[src/rtl/frame_sequencer.sv]
// Frame sequencer: latches view parameters, resets and waits on the solver array,
// then streams its pixels in raster order. Optional solve watchdog: FRAME_TIMEOUT_EN.
module frame_sequencer #(
  parameter int NUM_SOLVERS = 1,
  parameter int NUM_COLUMNS = 640,
  parameter int NUM_ROWS    = 480
`ifdef FRAME_TIMEOUT_EN
  ,parameter int unsigned TIMEOUT_CYCLES = 50000000
`endif
) (
  input  logic               clock,
  input  logic               reset_n,
  input  logic               start,
  input  logic signed [26:0] cfg_min_x,
  input  logic signed [26:0] cfg_min_y,
  input  logic signed [26:0] cfg_dx,
  input  logic signed [26:0] cfg_dy,
  input  logic [9:0]         cfg_iterations,
  output logic               busy,
  output logic               solver_reset,
  output logic signed [26:0] min_x,
  output logic signed [26:0] min_y,
  output logic signed [26:0] dx,
  output logic signed [26:0] dy,
  output logic [9:0]         iterations,
  input  logic               solver_done,
  output logic [5:0]         rd_solver_id,
  output logic [18:0]        rd_addr,
  input  logic [3:0]         rd_data,
  output logic               pix_valid,
  input  logic               pix_ready,
  output logic [3:0]         pix_data,
  output logic               pix_sof,
  output logic               pix_eol,
  output logic [15:0]        frame_count
`ifdef FRAME_TIMEOUT_EN
  ,output logic              timeout
`endif
);

  localparam int SID_W     = (NUM_SOLVERS > 1) ? $clog2(NUM_SOLVERS) : 1;
  localparam int COL_W     = (NUM_COLUMNS > 1) ? $clog2(NUM_COLUMNS) : 1;
  localparam int LAST_PIX  = NUM_COLUMNS * NUM_ROWS - 1;
  localparam int LAST_SID  = LAST_PIX % NUM_SOLVERS;
  localparam int LAST_ADDR = LAST_PIX / NUM_SOLVERS;

  typedef enum logic [1:0] {S_IDLE, S_CLEAR, S_SOLVE, S_STREAM} state_t;

  state_t             state_reg, state_next;
  logic               clear_cnt_reg;
  logic               solve_armed_reg;
  logic               pending_reg;
  logic [15:0]        frame_count_reg;
  logic signed [26:0] min_x_reg, min_y_reg, dx_reg, dy_reg;
  logic [9:0]         iterations_reg;

  logic [SID_W-1:0]   sid_reg;
  logic [18:0]        addr_reg;
  logic [COL_W-1:0]   col_reg;
  logic               iss_done_reg;
  logic               inflight_reg;
  logic [2:0]         meta_reg;

  // FIFO entry layout: {last, sof, eol, data[3:0]}
  logic [6:0]         fifo_mem [2];
  logic               wr_ptr_reg, rd_ptr_reg;
  logic [1:0]         occ_reg;
  logic [6:0]         head;
  logic               head_last;

  logic               pop, issue, iss_last, stream_end, solve_exit, abort, load_params;

  assign head       = fifo_mem[rd_ptr_reg];
  assign head_last  = head[6];
  assign pix_valid  = (occ_reg != 2'd0);
  assign pix_sof    = head[5];
  assign pix_eol    = head[4];
  assign pix_data   = head[3:0];

  assign pop        = pix_valid && pix_ready;
  assign stream_end = pop && head_last;
  assign solve_exit = (state_reg == S_SOLVE) && solve_armed_reg && solver_done;
  assign iss_last   = (sid_reg == SID_W'(LAST_SID)) && (addr_reg == 19'(LAST_ADDR));

  // A slot freed by this cycle's pop can be refilled at once, giving 1 pixel/cycle.
  assign issue = (state_reg == S_STREAM) && !iss_done_reg &&
                 (({1'b0, occ_reg} + {2'b00, inflight_reg}) < (3'd2 + {2'b00, pop}));

  // Parameters are only ever captured on the way into CLEAR.
  assign load_params = (state_next == S_CLEAR) && (state_reg != S_CLEAR);

`ifdef FRAME_TIMEOUT_EN
  logic [31:0] to_cnt_reg;
  logic        timeout_reg;

  assign abort   = (state_reg == S_SOLVE) && !solve_exit &&
                   (to_cnt_reg == 32'(TIMEOUT_CYCLES - 1));
  assign timeout = timeout_reg;

  always_ff @(posedge clock or negedge reset_n) begin
    if (!reset_n) begin
      to_cnt_reg  <= '0;
      timeout_reg <= 1'b0;
    end else begin
      to_cnt_reg <= (state_reg == S_SOLVE) ? to_cnt_reg + 32'd1 : 32'd0;
      if (abort)
        timeout_reg <= 1'b1;
    end
  end
`else
  assign abort = 1'b0;
`endif

  always_ff @(posedge clock or negedge reset_n) begin
    if (!reset_n)
      state_reg <= S_IDLE;
    else
      state_reg <= state_next;
  end

  always_comb begin
    state_next = state_reg;
    unique case (state_reg)
      S_IDLE:   if (start) state_next = S_CLEAR;
      S_CLEAR:  if (clear_cnt_reg) state_next = S_SOLVE;
      S_SOLVE: begin
        if (solve_exit)
          state_next = S_STREAM;
        else if (abort)
          state_next = (pending_reg || start) ? S_CLEAR : S_IDLE;
      end
      S_STREAM: if (stream_end) state_next = (pending_reg || start) ? S_CLEAR : S_IDLE;
      default:  state_next = S_IDLE;
    endcase
  end

  always_comb begin
    busy         = (state_reg != S_IDLE);
    solver_reset = (state_reg == S_IDLE) || (state_reg == S_CLEAR);
  end

  always_ff @(posedge clock or negedge reset_n) begin
    if (!reset_n) begin
      clear_cnt_reg   <= 1'b0;
      solve_armed_reg <= 1'b0;
      pending_reg     <= 1'b0;
      frame_count_reg <= '0;
      min_x_reg       <= '0;
      min_y_reg       <= '0;
      dx_reg          <= '0;
      dy_reg          <= '0;
      iterations_reg  <= '0;
    end else begin
      clear_cnt_reg   <= (state_reg == S_CLEAR) && !clear_cnt_reg;
      solve_armed_reg <= (state_reg == S_SOLVE);
      frame_count_reg <= frame_count_reg + 16'(stream_end);
      if (load_params)
        pending_reg <= 1'b0;
      else if (start && (state_reg != S_IDLE))
        pending_reg <= 1'b1;
      if (load_params) begin
        min_x_reg      <= cfg_min_x;
        min_y_reg      <= cfg_min_y;
        dx_reg         <= cfg_dx;
        dy_reg         <= cfg_dy;
        iterations_reg <= cfg_iterations;
      end
    end
  end

  // Read side: solver id cycles fastest, address advances on each wrap.
  always_ff @(posedge clock or negedge reset_n) begin
    if (!reset_n) begin
      sid_reg      <= '0;
      addr_reg     <= '0;
      col_reg      <= '0;
      iss_done_reg <= 1'b0;
      inflight_reg <= 1'b0;
      meta_reg     <= '0;
    end else begin
      inflight_reg <= issue;
      if (issue)
        meta_reg <= {iss_last,
                     (sid_reg == '0) && (addr_reg == '0),
                     (col_reg == COL_W'(NUM_COLUMNS - 1))};
      if (state_reg != S_STREAM) begin
        sid_reg      <= '0;
        addr_reg     <= '0;
        col_reg      <= '0;
        iss_done_reg <= 1'b0;
      end else if (issue) begin
        if (sid_reg == SID_W'(NUM_SOLVERS - 1)) begin
          sid_reg  <= '0;
          addr_reg <= addr_reg + 19'd1;
        end else begin
          sid_reg <= sid_reg + SID_W'(1);
        end
        col_reg <= (col_reg == COL_W'(NUM_COLUMNS - 1)) ? '0 : col_reg + COL_W'(1);
        if (iss_last)
          iss_done_reg <= 1'b1;
      end
    end
  end

  always_ff @(posedge clock or negedge reset_n) begin
    if (!reset_n) begin
      for (int i = 0; i < 2; i++)
        fifo_mem[i] <= '0;
      wr_ptr_reg <= 1'b0;
      rd_ptr_reg <= 1'b0;
      occ_reg    <= '0;
    end else begin
      if (inflight_reg) begin
        fifo_mem[wr_ptr_reg] <= {meta_reg, rd_data};
        wr_ptr_reg           <= ~wr_ptr_reg;
      end
      if (pop)
        rd_ptr_reg <= ~rd_ptr_reg;
      occ_reg <= occ_reg + {1'b0, inflight_reg} - {1'b0, pop};
    end
  end

  assign rd_solver_id = 6'(sid_reg);
  assign rd_addr      = addr_reg;
  assign min_x        = min_x_reg;
  assign min_y        = min_y_reg;
  assign dx           = dx_reg;
  assign dy           = dy_reg;
  assign iterations   = iterations_reg;
  assign frame_count  = frame_count_reg;

endmodule

[config.mk]
export PLATFORM = sky130hd
export DESIGN_NAME = frame_sequencer
export DESIGN_NICKNAME = d
export VERILOG_FILES = /design/src/rtl/frame_sequencer.sv
export SDC_FILE = /design/constraint.sdc
export NUM_CORES = 1
export LEC_CHECK = 0
export ABC_CLOCK_PERIOD_IN_PS = 2050
export CAP_MARGIN = 15
export CORE_ASPECT_RATIO = 1.25
export CORE_MARGIN = 2
export CORE_UTILIZATION = 40
export DETAILED_ROUTE_END_ITERATION = 10
export HOLD_SLACK_MARGIN = 0.08
export PLACE_DENSITY_LB_ADDON = 0.12
export SYNTH_ARGS = -nofsm -noshare
export SYNTH_HDL_FRONTEND = slang
export SYNTH_SLANG_ARGS = --single-unit
[constraint.sdc]
create_clock -name clock -period 2.05 [get_ports clock]
set_input_delay 0.41 -clock clock [delete_from_list [all_inputs] [get_ports clock]]
set_output_delay 0.41 -clock clock [all_outputs]
set_load 0.05 [all_outputs]
* Word level (Yosys, flattened, before mapping)
Index checks and enable logic that the tools add are counted.
** Operators by class
- Add/subtract/negate cells :: 8
- Equality and inequality tests :: 9
- Bitwise logic cells :: 5
- Reductions and logical operators :: 25
- Multiplexer cells :: 26
- Order comparisons :: 4
** Operators by type and width (number)
- $mux W19 :: 3
- $mux W10 :: 3
- $mux W7 :: 4
- $add A19 B1 Y19 const B :: 1
- $eq A19 B19 Y1 const B :: 1
- $logic_not A19 Y1 :: 1
- $add A16 B1 Y16 :: 1
- $bwmux W14 :: 1
- $logic_and A1 B1 Y1 :: 12
- $add A10 B1 Y10 const B :: 1
- $eq A10 B10 Y1 const B :: 1
- $reduce_bool A2 Y1 :: 5
- $mux W1 :: 9
- $mux W2 :: 4
- $pmux W2 S4 :: 1
- $demux W7 S1 :: 1
- $eq A2 B1 Y1 const B :: 2
- $eq A2 B2 Y1 const B :: 2
- $ge A2 B2 Y1 const B :: 2
- $ne A2 B1 Y1 const B :: 2
- $not A1 Y2 :: 2
- $reduce_and A2 Y1 :: 2
- $add A2 B1 Y3 :: 1
- $add A2 B1 Y3 const A :: 1
- 10 further kinds :: 14
** Storage, ports and cells
- Register bits :: 192
- Input port bits :: 127

* Logic depth before layout (Yosys ltp)
- Depth after elaboration :: 10
- Mapped depth :: 8
- Mapped depth without buffers :: 8

* Worst setup path after synthesis
OpenSTA, ideal clock, no wires.
- Path kind :: reg-to-reg
- Start point :: reg inflight_reg
- End point :: reg addr_reg[11] (netlist: rd_addr[11])
- Arrival :: 2.089 ns
- Stages on the path, launching flop included :: 8
- Setup time :: 0.079 ns
- Path buffers :: 1
- Period minus slack after synthesis :: 2.168 ns
- Slack :: -0.118 ns
- Path through :: dfrtp_1 -> ha_1 -> ha_1 -> or2_0 -> or3_1 -> clkbuf_1 -> nor4b_1 -> mux2i_1
** On the way
- Cells in the longest elaborated chain, start to end :: 5
** RTL lines
- start: declaration :: line 61 : logic inflight_reg;
- start signal: assignment :: line 181 : inflight_reg <= issue;
- $add A2 B1 Y3 :: line 87 : (({1'b0, occ_reg} + {2'b00, inflight_reg}) < (3'd2 + {2'b00, pop}));
- $lt A3 B3 Y1 :: line 87
- $logic_and A1 B1 Y1 :: line 86 : assign issue = (state_reg == S_STREAM) && !iss_done_reg &&
- $reduce_bool A2 Y1 (no line)
- $reduce_and A2 Y1 (no line)
- end signal: assignment :: line 194 : addr_reg <= addr_reg + 19'd1;
- end: declaration :: line 58 : logic [18:0] addr_reg;
No other way between the ends.
A chain may end at the register's enable or synchronous reset.

* Final worst setup path
- Start point :: reg inflight_reg
- End point :: reg addr_reg[17] (netlist: rd_addr[17])
The elaborated chain is that of the path after synthesis.

==> metrics <==
Synth Register Bits=around 190; total track usage=around a fifth; Final Cycle Share=105.6%; mux cell area share after synthesis=20.32%; P per Cell Area=876.1 nW/um^2; XOR/XNOR Fraction of Synth Area=a little under 2%; CP max-delay cell=or4_4; fmax=between 0.4 and 0.5 GHz; Final setup viols=13; clock sink count=191; Final Worst Setup Slack=-0.1147 ns; Initial Util=41.00%; Sequential Area=4785 um^2; Post-Synth Adder-Cell Area=1.405%; clk buf depth=2; Synth area leader=dfrtp_1; Max-Cap Viols=0; Die Footprint=about 21000 um^2; drt first pass iters=4; leakage power=6.512 nW; number of CTS-inserted buffers=17; first-pass GRT wire length=~34000 um; Post-synth EDFFs=0; CP Cell Sequence=ha_2 -> ha_4 -> or2_4 -> o311a_4 -> or4_4 -> a21oi_2; clock root buffer master=clkbuf_16; Vias/cell=5.047; Bufs and invs on worst path=0; initial antenna violation count=1; combinational family with the most area after synthesis=multiplexers; die width=~130 um; Synth Flop Type=dfrtp_1; synth top area cells=dfrtp_1 60%, mux2_2 20%, o31ai_1 1.9%; post-synthesis cell count=587; layout overhead on the synthesized area=53.76%; Inst Count DP=1160; Post-DP Area=11450 um^2; Max-slew headroom=62.91%; Die Y=162.2 um; Multi-input gate area=~3200 um^2; failing checks=negative setup slack; Non-Filler Instances=between 1000 and 1500; setup TNS=-0.6918 ns; complex-gate fraction of the synthesized area=between 4 and 5%; RSZ-0062 raised after global routing=yes; status=complete, but fails checks; HPWL Detailed=16600 um; Worst-Margin Slew=roughly 0.56 ns; total wire length=22410 um; average size of a mapped cell=13.65 um^2; CTS H-tree lvls=4; most frequent cell after synthesis=dfrtp_1; Iter 0 DRT Violations=264; final hold viol count=0; final instance area=12320 um^2; Post-synth ARST share=100.0%; share of cells above drive strength 1=32.26%; core area=a little under 20000 um^2; pin count of the biggest net entering global routing=53; number of fill cells=1547; IO buf count=288; io pins=295; DRC=0; CTS clk-pin slew, worst paths=0.07 ns; post-synthesis sequential area ratio=59.65%; Final min period=2.165 ns; Placer Congestion=0.8238; VDD IR max=0.0006495 V; WP data arrival=2.52 ns; routed len/inst=18.64 um; Clk Latency, worst-skew pair=~0.44 ns; CTS tree=yes; CP Capture Type=flip-flop; grt ovf=0; synthesized area=8013 um^2; Vias=6067; Post-DRT Antenna Nets=0; Final nets=1059; Max FO, Critical Path=6; Setup Skew=0.01097 ns; CP delay by family, top=simple AND/OR/NAND/NOR gates; Distinct cells, synth=49; synth warn=0; synth cell count leaders=191 x dfrtp_1, 141 x mux2_2, 25 x a21oi_1, 21 x nand3_1; vias in the first global route=between 6000 and 7000; Setup CP Type=flip-flop to flip-flop; # rows=57; hold crit path type=flip-flop to flip-flop; Slew Viols, Final=0; Worst Path Required=2.41 ns; simple-gate portion of the synthesized area=just under 9%; top cell type's share of synthesized area=roughly 60%; CP max stage delay=~0.49 ns; CP Launch Type=flip-flop
## power breakdown
group | leakage [nW] | switching [mW] | internal (mW)
Clock | 0.273 | 1.49 | 1.82
Combinational | 3.63 | 1.77 | 1.49
Sequential | 2.60 | 0.204 | 4.02
## cell usage in the layout, fill, tap and decap left out, types with 11 or more instances in the layout
cell / instances
a21oi_1: 14
clkbuf_16: 17
clkdlybuf4s50_1: 180
mux2_2: 141
inv_1: 11
dfrtp_1: 187
o31ai_1: 19
nand3_1: 21
a21oi_2: 11
or4_1: 11
dlygate4sd2_1: 34
buf_4: 79
xnor2_1: 13
dlymetal6s2s_1: 42
nand2_1: 20
## metrics by stage
step | utilization (%) | worst slack (ns) | hold slack [ns] | total power, mW
2_1_floorplan | - | -0.05692 | 0.1144 | 5.950
3_3_place_gp | 58.58 | -0.2051 | 0.4077 | 7.008
3_5_place_dp | 58.58 | -0.2731 | 0.4072 | 7.107
4_1_cts | 61.85 | -0.1291 | 0.4298 | 10.64
5_1_grt | 63.05 | -0.1456 | 0.4413 | 11.29
6_report | 63.05 | -0.1147 | 0.4270 | 10.79
## cell families after synthesis
logic type / after synthesis
muxes: 145
xor gates and xnor gates: 18
DFF: 191
and+or+nand+nor: 117
buffers and inverters: 45
AOI/OAI and AO/OA: 61
adders and majority gates: 9
other: 1
## worst register-to-register path, cell delays in order (launching register included)
cell,delay (ns)
dfrtp_1,0.39
ha_2,0.21
ha_4,0.16
or2_4,0.26
o311a_4,0.44
or4_4,0.50
a21oi_2,0.13
## what timing repair did
item,CTS,global route
hold buffers,1,0
setup buffers,3,4
gates cloned,0,1
endpoints found under the hold margin,48,0
resized for setup,48,61
endpoints found under the setup margin,51,67
pin swaps,0,21
## cell type report
class                   count  area share (%)
flip-flops and latches    191           38.83
repair buffers            344           27.38
multi-input cells         357           25.93
clock buffers              19           3.514
well taps                 265           2.691
clock inverters            13           1.249
inverters                  12          0.3859
diodes                      1         0.02031
## routing by layer
layer	up-vias	share of wire, %	track usage (%)
li1	2803	-	-
met3	46	5.8	4.447
met5	-	0	0
met1	3018	36	22.05
met4	0	3.4	9.043
met2	200	54	38.54
## final timing paths
| check | startpoint | to | slack (ns) | cells after the start |
|---|---|---|---|---|
| setup / recovery | inflight_reg | rd_addr[17] | -0.11 | 6 |
| hold / removal | clear_cnt_reg | clear_cnt_reg | 0.43 | 1 |
| setup reg to reg | inflight_reg | rd_addr[17] | -0.11 | 6 |
| hold reg to reg | clear_cnt_reg | clear_cnt_reg | 0.43 | 1 |
| max in group asynchronous | reset_n | min_y[22] | 0.83 | 3 |
| min in group asynchronous | reset_n | iterations[3] | 0.51 | 2 |
Power figures use the tool's default switching activity.
